## src/rtl/lsu_pkg.sv

```systemverilog
// Shared types and decode helpers for the load/store unit: state encoding,
// funct3 size codes, byte-enable and store-lane generation, legality checks.
package lsu_pkg;

  typedef enum logic [1:0] {
    IDLE,
    REQ,
    WAIT,
    RESP
  } lsu_state_t;

  localparam logic [2:0] F3_B  = 3'b000;
  localparam logic [2:0] F3_H  = 3'b001;
  localparam logic [2:0] F3_W  = 3'b010;
  localparam logic [2:0] F3_BU = 3'b100;
  localparam logic [2:0] F3_HU = 3'b101;

  function automatic logic [3:0] be_for(input logic [2:0] funct3, input logic [1:0] addr_lo);
    case (funct3)
      F3_B:    be_for = 4'b0001 << addr_lo;
      F3_H:    be_for = 4'b0011 << {addr_lo[1], 1'b0};
      F3_W:    be_for = 4'b1111;
      default: be_for = 4'b0000;
    endcase
  endfunction

  function automatic logic [31:0] store_lanes(input logic [2:0] funct3, input logic [31:0] data);
    case (funct3)
      F3_B:    store_lanes = {4{data[7:0]}};
      F3_H:    store_lanes = {2{data[15:0]}};
      default: store_lanes = data;
    endcase
  endfunction

  // Stores only have the signed size codes; loads add the unsigned variants.
  function automatic logic is_legal(input logic we, input logic [2:0] funct3);
    if (we) is_legal = (funct3 == F3_B) || (funct3 == F3_H) || (funct3 == F3_W);
    else    is_legal = (funct3 == F3_B) || (funct3 == F3_H) || (funct3 == F3_W) ||
                       (funct3 == F3_BU) || (funct3 == F3_HU);
  endfunction

  function automatic logic is_aligned(input logic [2:0] funct3, input logic [1:0] addr_lo);
    case (funct3[1:0])
      2'b10:   is_aligned = (addr_lo == 2'b00);
      2'b01:   is_aligned = ~addr_lo[0];
      default: is_aligned = 1'b1;
    endcase
  endfunction

endpackage

```

## src/rtl/lsu_if.sv

```systemverilog
// Data-memory valid/ready bus between the LSU (master) and memory (slave).
interface lsu_mem_if;
  logic        mem_valid;
  logic        mem_we;
  logic [31:0] mem_addr;
  logic [31:0] mem_wdata;
  logic [3:0]  mem_be;
  logic        mem_ready;
  logic        mem_rvalid;
  logic [31:0] mem_rdata;

  modport master (
    output mem_valid, mem_we, mem_addr, mem_wdata, mem_be,
    input  mem_ready, mem_rvalid, mem_rdata
  );

  modport slave (
    input  mem_valid, mem_we, mem_addr, mem_wdata, mem_be,
    output mem_ready, mem_rvalid, mem_rdata
  );
endinterface

```

## src/rtl/lsu_load_align.sv

```systemverilog
// Extracts the addressed byte/half from a load word and sign- or zero-extends
// it according to funct3; purely combinational.
module lsu_load_align
  import lsu_pkg::*;
(
  input  logic [2:0]  funct3,
  input  logic [1:0]  addr_lo,
  input  logic [31:0] rdata,
  output logic [31:0] data
);

  logic [31:0] shifted;

  assign shifted = rdata >> {addr_lo, 3'b000};

  always_comb begin
    // NOTE: default assignment first so no path through the case leaves data unassigned (no latch).
    data = 32'h0;
    case (funct3)
      F3_B:    data = {{24{shifted[7]}}, shifted[7:0]};
      F3_H:    data = {{16{shifted[15]}}, shifted[15:0]};
      F3_W:    data = rdata;
      F3_BU:   data = {24'h0, shifted[7:0]};
      F3_HU:   data = {16'h0, shifted[15:0]};
      default: data = 32'h0;
    endcase
  end

endmodule

```

## src/rtl/load_store_unit.sv

```systemverilog
// Multi-cycle load/store unit: captures an execute-stage access, runs it over
// the valid/ready memory bus with a timeout, and returns one response pulse.
module load_store_unit
  import lsu_pkg::*;
#(
  parameter int unsigned TIMEOUT = 64
) (
  input  logic        clk,
  input  logic        n_rst,
  input  logic        req_valid,
  output logic        req_ready,
  input  logic        req_we,
  input  logic [2:0]  req_funct3,
  input  logic [31:0] req_addr,
  input  logic [31:0] req_wdata,
  input  logic [4:0]  req_rd,
  output logic        resp_valid,
  output logic        resp_wb,
  output logic [4:0]  resp_rd,
  output logic [31:0] resp_data,
  output logic        resp_err,
  lsu_mem_if.master   mem
);

  localparam logic [7:0] CNT_LAST = 8'(TIMEOUT - 1);

  lsu_state_t  state;
  logic        we_q;
  logic [2:0]  funct3_q;
  logic [31:0] addr_q;
  logic [31:0] wdata_q;
  logic [3:0]  be_q;
  logic [4:0]  rd_q;
  logic [7:0]  cnt_q;
  logic [31:0] data_q;
  logic        err_q;
  logic        wb_q;
  logic [31:0] load_data;

  lsu_load_align u_align (
    .funct3  (funct3_q),
    .addr_lo (addr_q[1:0]),
    .rdata   (mem.mem_rdata),
    .data    (load_data)
  );

  // Bus and response outputs come from registers gated by state only, so
  // nothing on the mem_* inputs reaches the mem_* outputs combinationally.
  assign req_ready      = (state == IDLE);
  assign mem.mem_valid  = (state == REQ);
  assign mem.mem_we     = (state == REQ) & we_q;
  assign mem.mem_be     = (state == REQ) ? be_q : 4'b0000;
  assign mem.mem_addr   = {addr_q[31:2], 2'b00};
  assign mem.mem_wdata  = wdata_q;
  assign resp_valid     = (state == RESP);
  assign resp_wb        = (state == RESP) & wb_q;
  assign resp_err       = (state == RESP) & err_q;
  assign resp_data      = (state == RESP) ? data_q : 32'h0;
  assign resp_rd        = rd_q;

  // NOTE: sequential state uses non-blocking assignments so every register samples pre-edge values.
  always_ff @(posedge clk or negedge n_rst) begin
    if (!n_rst) begin
      state    <= IDLE;
      we_q     <= 1'b0;
      funct3_q <= 3'b000;
      addr_q   <= 32'h0;
      wdata_q  <= 32'h0;
      be_q     <= 4'b0000;
      rd_q     <= 5'd0;
      cnt_q    <= 8'd0;
      data_q   <= 32'h0;
      err_q    <= 1'b0;
      wb_q     <= 1'b0;
    end else begin
      case (state)
        IDLE: begin
          if (req_valid) begin
            we_q     <= req_we;
            funct3_q <= req_funct3;
            addr_q   <= req_addr;
            wdata_q  <= store_lanes(req_funct3, req_wdata);
            be_q     <= req_we ? be_for(req_funct3, req_addr[1:0]) : 4'b0000;
            rd_q     <= req_rd;
            cnt_q    <= 8'd0;
            data_q   <= 32'h0;
            wb_q     <= 1'b0;
            if (is_legal(req_we, req_funct3) && is_aligned(req_funct3, req_addr[1:0])) begin
              err_q <= 1'b0;
              state <= REQ;
            end else begin
              err_q <= 1'b1;
              state <= RESP;
            end
          end
        end
        REQ: begin
          cnt_q <= cnt_q + 8'd1;
          if (mem.mem_ready) begin
            state <= we_q ? RESP : WAIT;
          end else if (cnt_q == CNT_LAST) begin
            err_q <= 1'b1;
            state <= RESP;
          end
        end
        WAIT: begin
          cnt_q <= cnt_q + 8'd1;
          if (mem.mem_rvalid) begin
            data_q <= load_data;
            wb_q   <= (rd_q != 5'd0);
            state  <= RESP;
          end else if (cnt_q >= CNT_LAST) begin
            // A load accepted on the last REQ cycle still aborts here.
            err_q <= 1'b1;
            state <= RESP;
          end
        end
        RESP: state <= IDLE;
        default: state <= IDLE;
      endcase
    end
  end

endmodule

```

## src/flat_wrapper.sv

```systemverilog
// flat-port wrapper written by rule: the top's interface ports become plain ports
module load_store_unit_flat import lsu_pkg::*;
#(
  parameter int unsigned TIMEOUT = 64
)
  (clk, n_rst, req_valid, req_ready, req_we, req_funct3, req_addr, req_wdata, req_rd, resp_valid, resp_wb, resp_rd, resp_data, resp_err, mem_mem_valid, mem_mem_we, mem_mem_addr, mem_mem_wdata, mem_mem_be, mem_mem_ready, mem_mem_rvalid, mem_mem_rdata);
  lsu_mem_if mem_i ();
  input  logic clk;
  input  logic n_rst;
  input  logic req_valid;
  output logic req_ready;
  input  logic req_we;
  input  logic [2:0] req_funct3;
  input  logic [31:0] req_addr;
  input  logic [31:0] req_wdata;
  input  logic [4:0] req_rd;
  output logic resp_valid;
  output logic resp_wb;
  output logic [4:0] resp_rd;
  output logic [31:0] resp_data;
  output logic resp_err;
  output wire logic [$bits(mem_i.mem_valid)-1:0] mem_mem_valid;
  output wire logic [$bits(mem_i.mem_we)-1:0] mem_mem_we;
  output wire logic [$bits(mem_i.mem_addr)-1:0] mem_mem_addr;
  output wire logic [$bits(mem_i.mem_wdata)-1:0] mem_mem_wdata;
  output wire logic [$bits(mem_i.mem_be)-1:0] mem_mem_be;
  input wire logic [$bits(mem_i.mem_ready)-1:0] mem_mem_ready;
  input wire logic [$bits(mem_i.mem_rvalid)-1:0] mem_mem_rvalid;
  input wire logic [$bits(mem_i.mem_rdata)-1:0] mem_mem_rdata;
  assign mem_mem_valid = mem_i.mem_valid;
  assign mem_mem_we = mem_i.mem_we;
  assign mem_mem_addr = mem_i.mem_addr;
  assign mem_mem_wdata = mem_i.mem_wdata;
  assign mem_mem_be = mem_i.mem_be;
  assign mem_i.mem_ready = mem_mem_ready;
  assign mem_i.mem_rvalid = mem_mem_rvalid;
  assign mem_i.mem_rdata = mem_mem_rdata;
  load_store_unit #(.TIMEOUT(TIMEOUT)) u_core (.clk(clk), .n_rst(n_rst), .req_valid(req_valid), .req_ready(req_ready), .req_we(req_we), .req_funct3(req_funct3), .req_addr(req_addr), .req_wdata(req_wdata), .req_rd(req_rd), .resp_valid(resp_valid), .resp_wb(resp_wb), .resp_rd(resp_rd), .resp_data(resp_data), .resp_err(resp_err), .mem(mem_i));
endmodule
```

## config.mk

```make
export PLATFORM = sky130hd
export DESIGN_NAME = load_store_unit_flat
export DESIGN_NICKNAME = d
export VERILOG_FILES = /design/src/rtl/lsu_pkg.sv /design/src/rtl/lsu_if.sv /design/src/rtl/lsu_load_align.sv /design/src/rtl/load_store_unit.sv /design/src/flat_wrapper.sv
export SDC_FILE = /design/constraint.sdc
export NUM_CORES = 1
export LEC_CHECK = 0
export CAP_MARGIN = 20
export CORE_AREA = 2 2 134 110
export DETAILED_ROUTE_END_ITERATION = 16
export DIE_AREA = 0 0 136 112
export PLACE_DENSITY = 0.78
export SYNTH_ARGS = -nofsm -noshare
export SYNTH_HDL_FRONTEND = slang
export SYNTH_SLANG_ARGS = --single-unit
```

## constraint.sdc

```tcl
create_clock -name clk -period 2.26 [get_ports clk]
set_input_delay 0.226 -clock clk [delete_from_list [all_inputs] [get_ports clk]]
set_output_delay 0.226 -clock clk [all_outputs]
set_load 0.03 [all_outputs]
```

==> summary.txt <==
Layout
  – Nets@finish: 906
  – ANT cells: 0
  – Final cell count without fillers: 985
  – Area grow syn2layout: 46.2%
  – Layout cells sized above 1: 14.2%

Drt
  – DRT Pass-1 Iters: 5
  – Number of vias per cell: 5.49
  – 1st-iter DRT viols: 385
  – DRC Markers: 0
  – Final wirelength: 18000 um
  – Avg WL per Cell: 18.3 um
  – Antenna viol nets, final: 0
  – Via count: 5407

Clock tree
  – Cts bufs inserted: 17
  – CTS tree: done
  – Post-CTS setup repair buffer count: 0
  – Root Buffer: clkbuf_16
  – Clock sink count: 121
  – Worst skew pair latency: 0.42 ns
  – Clock-pin slew on the worst setup and hold paths: 0.05 ns
  – Clock tree buffer depth: 2
  – Max H-tree Level: 4

Timing
  – RSZ-0062 raised after global routing: no
  – Final worst path period share: 93.4%
  – Final TNS setup: 0 ns
  – Final setup vio count: 0
  – Slew at the pin closest to its max-slew limit: 0.650 ns
  – Final Max Slew Viols: 0
  – Post-layout min period: 2.11 ns
  – Final hold vios: 0
  – Slew headroom: 56.5%
  – Clock skew: 0.0135 ns
  – Achievable clock frequency: 0.474 GHz

Yosys
  – Fraction of registers with async set/reset: 100%
  – Synth warn: 0
  – Register area share after synthesis: 48.1%
  – Syn Area/Cell: 10.5 um2
  – EDFF count, synth: 0
  – Synthesized area: 6300 um2
  – Library cells used by synthesis: 55
  – Synthesized flop and latch total: 121
  – Post-Syn Instances: 601
  – Top_reg_cell synth: dfrtp_1

Pwr
  – Pleak: 4.47 nW
  – Clk network pwr share: 21.8%
  – Internal: 7.84 mW
  – Switching share of total power: 39.7%
  – VDD IR max: 963 uV
  – Comb pwr share: 48.2%
  – Sw Pwr: 5.16 mW
  – Pwr dens: 1410 nW/um2
  – Flop pwr share: 29.9%

Floorplanning
  – Core Box Area: 14000 um2
  – Die Ht: 112 um
  – Initial Utilization: 45.1%
  – Die Span X: 136 um
  – # rows: 39
  – Ports: 221
  – Full die area: 15200 um2

Job
  – Max-cap violations: 0

Setup path
  – WS Path Type: reg2out
  – Critical path arrival: 1.89 ns
  – Worst-path fanout max: 35
  – Critical Path RT: 2.03 ns
  – Nature of the critical path endpoint: output port
  – Critical path launch point type: register

Outcome
  – Status: complete, no violations

GRT
  – Vias in the first global route: 5564
  – Initial antenna violation count: 0
  – First-pass GRT wire length: 28600 um
  – Largest net degree at the start of global routing: 67
  – GRT Residual Overflow: 0
  – Total GRT Usage: 24.3%

Placed design
  – Dpl cells: 952
  – Routability congestion estimate: 0.870
  – # port buffers: 218
  – DPL Wire Length: 13100 um

Worst hold path
  – Worst Hold Class: in2async
cell families after synthesis:
logic type,after synthesis,share of synthesized area [%]
simple gates,167,13.9
compound gates,150,17.1
flops,121,48.1
buf+inv,84,7.29
mux,66,11.5
fa+ha+maj,8,1.59
xor+xnor,4,0.556
other cells,1,0.0595
what timing repair did:
action	in CTS	in global routing
hold endpoints to repair	40	0
hold buffers	1	0
setup endpoints to repair	14	28
resized for setup	15	28
cells in the mapped netlist (2+ instances only):
cell type,count,share of area (%)
a221o_1,31,4.9
buf_4,32,3.8
mux2i_1,19,3.0
a22oi_1,16,1.9
ha_1,8,1.6
clkbuf_1,27,1.6
nand4_1,5,0.50
or2_2,2,0.20
dfrtp_1,121,48
o21ai_0,44,3.5
a21o_1,2,0.24
or3_1,2,0.20
nor2b_1,14,1.4
o221ai_1,2,0.28
nand2b_1,9,0.89
nand2_1,53,3.2
nor3b_1,2,0.24
a21oi_1,26,2.1
o22ai_1,2,0.20
nand3_1,4,0.32
buf_2,7,0.56
a211oi_1,14,1.7
a32oi_1,2,0.28
and2_1,39,3.9
buf_6,2,0.36
mux2_2,46,8.2
buf_1,7,0.42
nor2_1,25,1.5
inv_1,9,0.54
xnor2_1,4,0.56
layout by cell type (no fill, tap or decap), types with 3 or more instances in the layout:
cell / count
ha_1: 6
dfrtp_1: 121
dlymetal6s2s_1: 28
a221o_1: 31
and2_1: 39
o21ai_0: 44
mux2_2: 46
nor2_1: 25
bufinv_16: 4
nand2b_1: 9
a21oi_1: 26
xnor2_1: 4
clkdlybuf4s50_1: 176
a22oi_1: 16
inv_1: 9
mux2i_1: 19
a211oi_1: 14
buf_4: 20
nand4_1: 5
nand2_1: 52
nand3_1: 4
buf_12: 4
clkinv_4: 3
nor2b_1: 14
clkbuf_1: 3
dlygate4sd2_1: 13
clkbuf_16: 17
registers in the layout, summed over array words and instances (netlist names):
name	cells
u_core.addr_q	32
u_core.be_q	4
u_core.cnt_q	8
u_core.data_q	32
u_core.err_q	1
u_core.funct3_q	3
u_core.mem.mem_wdata	32
u_core.resp_rd	5
u_core.state	2
u_core.wb_q	1
u_core.we_q	1
path summary, 6_finish.rpt:
path                                  start                end  slack, ns  cells after the start
max                         u_core.state[1]         resp_valid       0.15                      3
min                                   n_rst  u_core.addr_q[21]       0.36                      2
max reg2reg                 u_core.state[0]  u_core.data_q[15]       0.22                      6
min reg2reg                u_core.data_q[7]   u_core.data_q[7]       0.47                      1
max in group asynchronous             n_rst  u_core.addr_q[20]       1.28                      3
min in group clk               req_addr[28]  u_core.addr_q[28]       0.41                      2
final cells by class:
type	instances	area, um2
clock inverter	11	171
inverter	9	33.8
fill	1083	4740
tap	184	230
multi-input combinational	397	2830
timing repair buffer	242	2470
sequential	121	3030
clock buffer	21	450
critical path, stage by stage (launching register included):
cell,delay [ns]
dfrtp_1,0.38
ha_1,0.21
buf_12,0.17
clkdlybuf4s50_1,0.68
per-layer routing:
metal | GRT usage [%] | wire length, um
met1 | 29.0 | 7350
met4 | 10.1 | 435
met2 | 39.1 | 8290
met3 | 9.43 | 1970
met5 | 0 | 0
per-stage QoR:
step	util (%)	total power, mW	hold WS (ns)	cell area, um2	worst slack [ns]
floorplan	-	8.04	-0.0696	6300	0.239
global placement	61.1	9.99	0.247	8520	0.252
detailed placement	61.1	10.2	0.259	8520	0.158
CTS	65.5	13.1	0.354	9140	0.0000426
global route	66.0	13.7	0.406	9210	0.0548
finish	66.0	13.0	0.360	9210	0.148
power by group through the flow:
stage	clock, mW	sequential (mW)	combinational, mW
2_1_floorplan	0	4.28	3.76
3_3_place_gp	0	3.84	6.15
3_5_place_dp	0	3.90	6.28
4_1_cts	2.89	3.89	6.31
5_1_grt	2.98	4.02	6.73
6_report	2.84	3.89	6.27
Note: power is estimated with default switching activity, not from simulation.
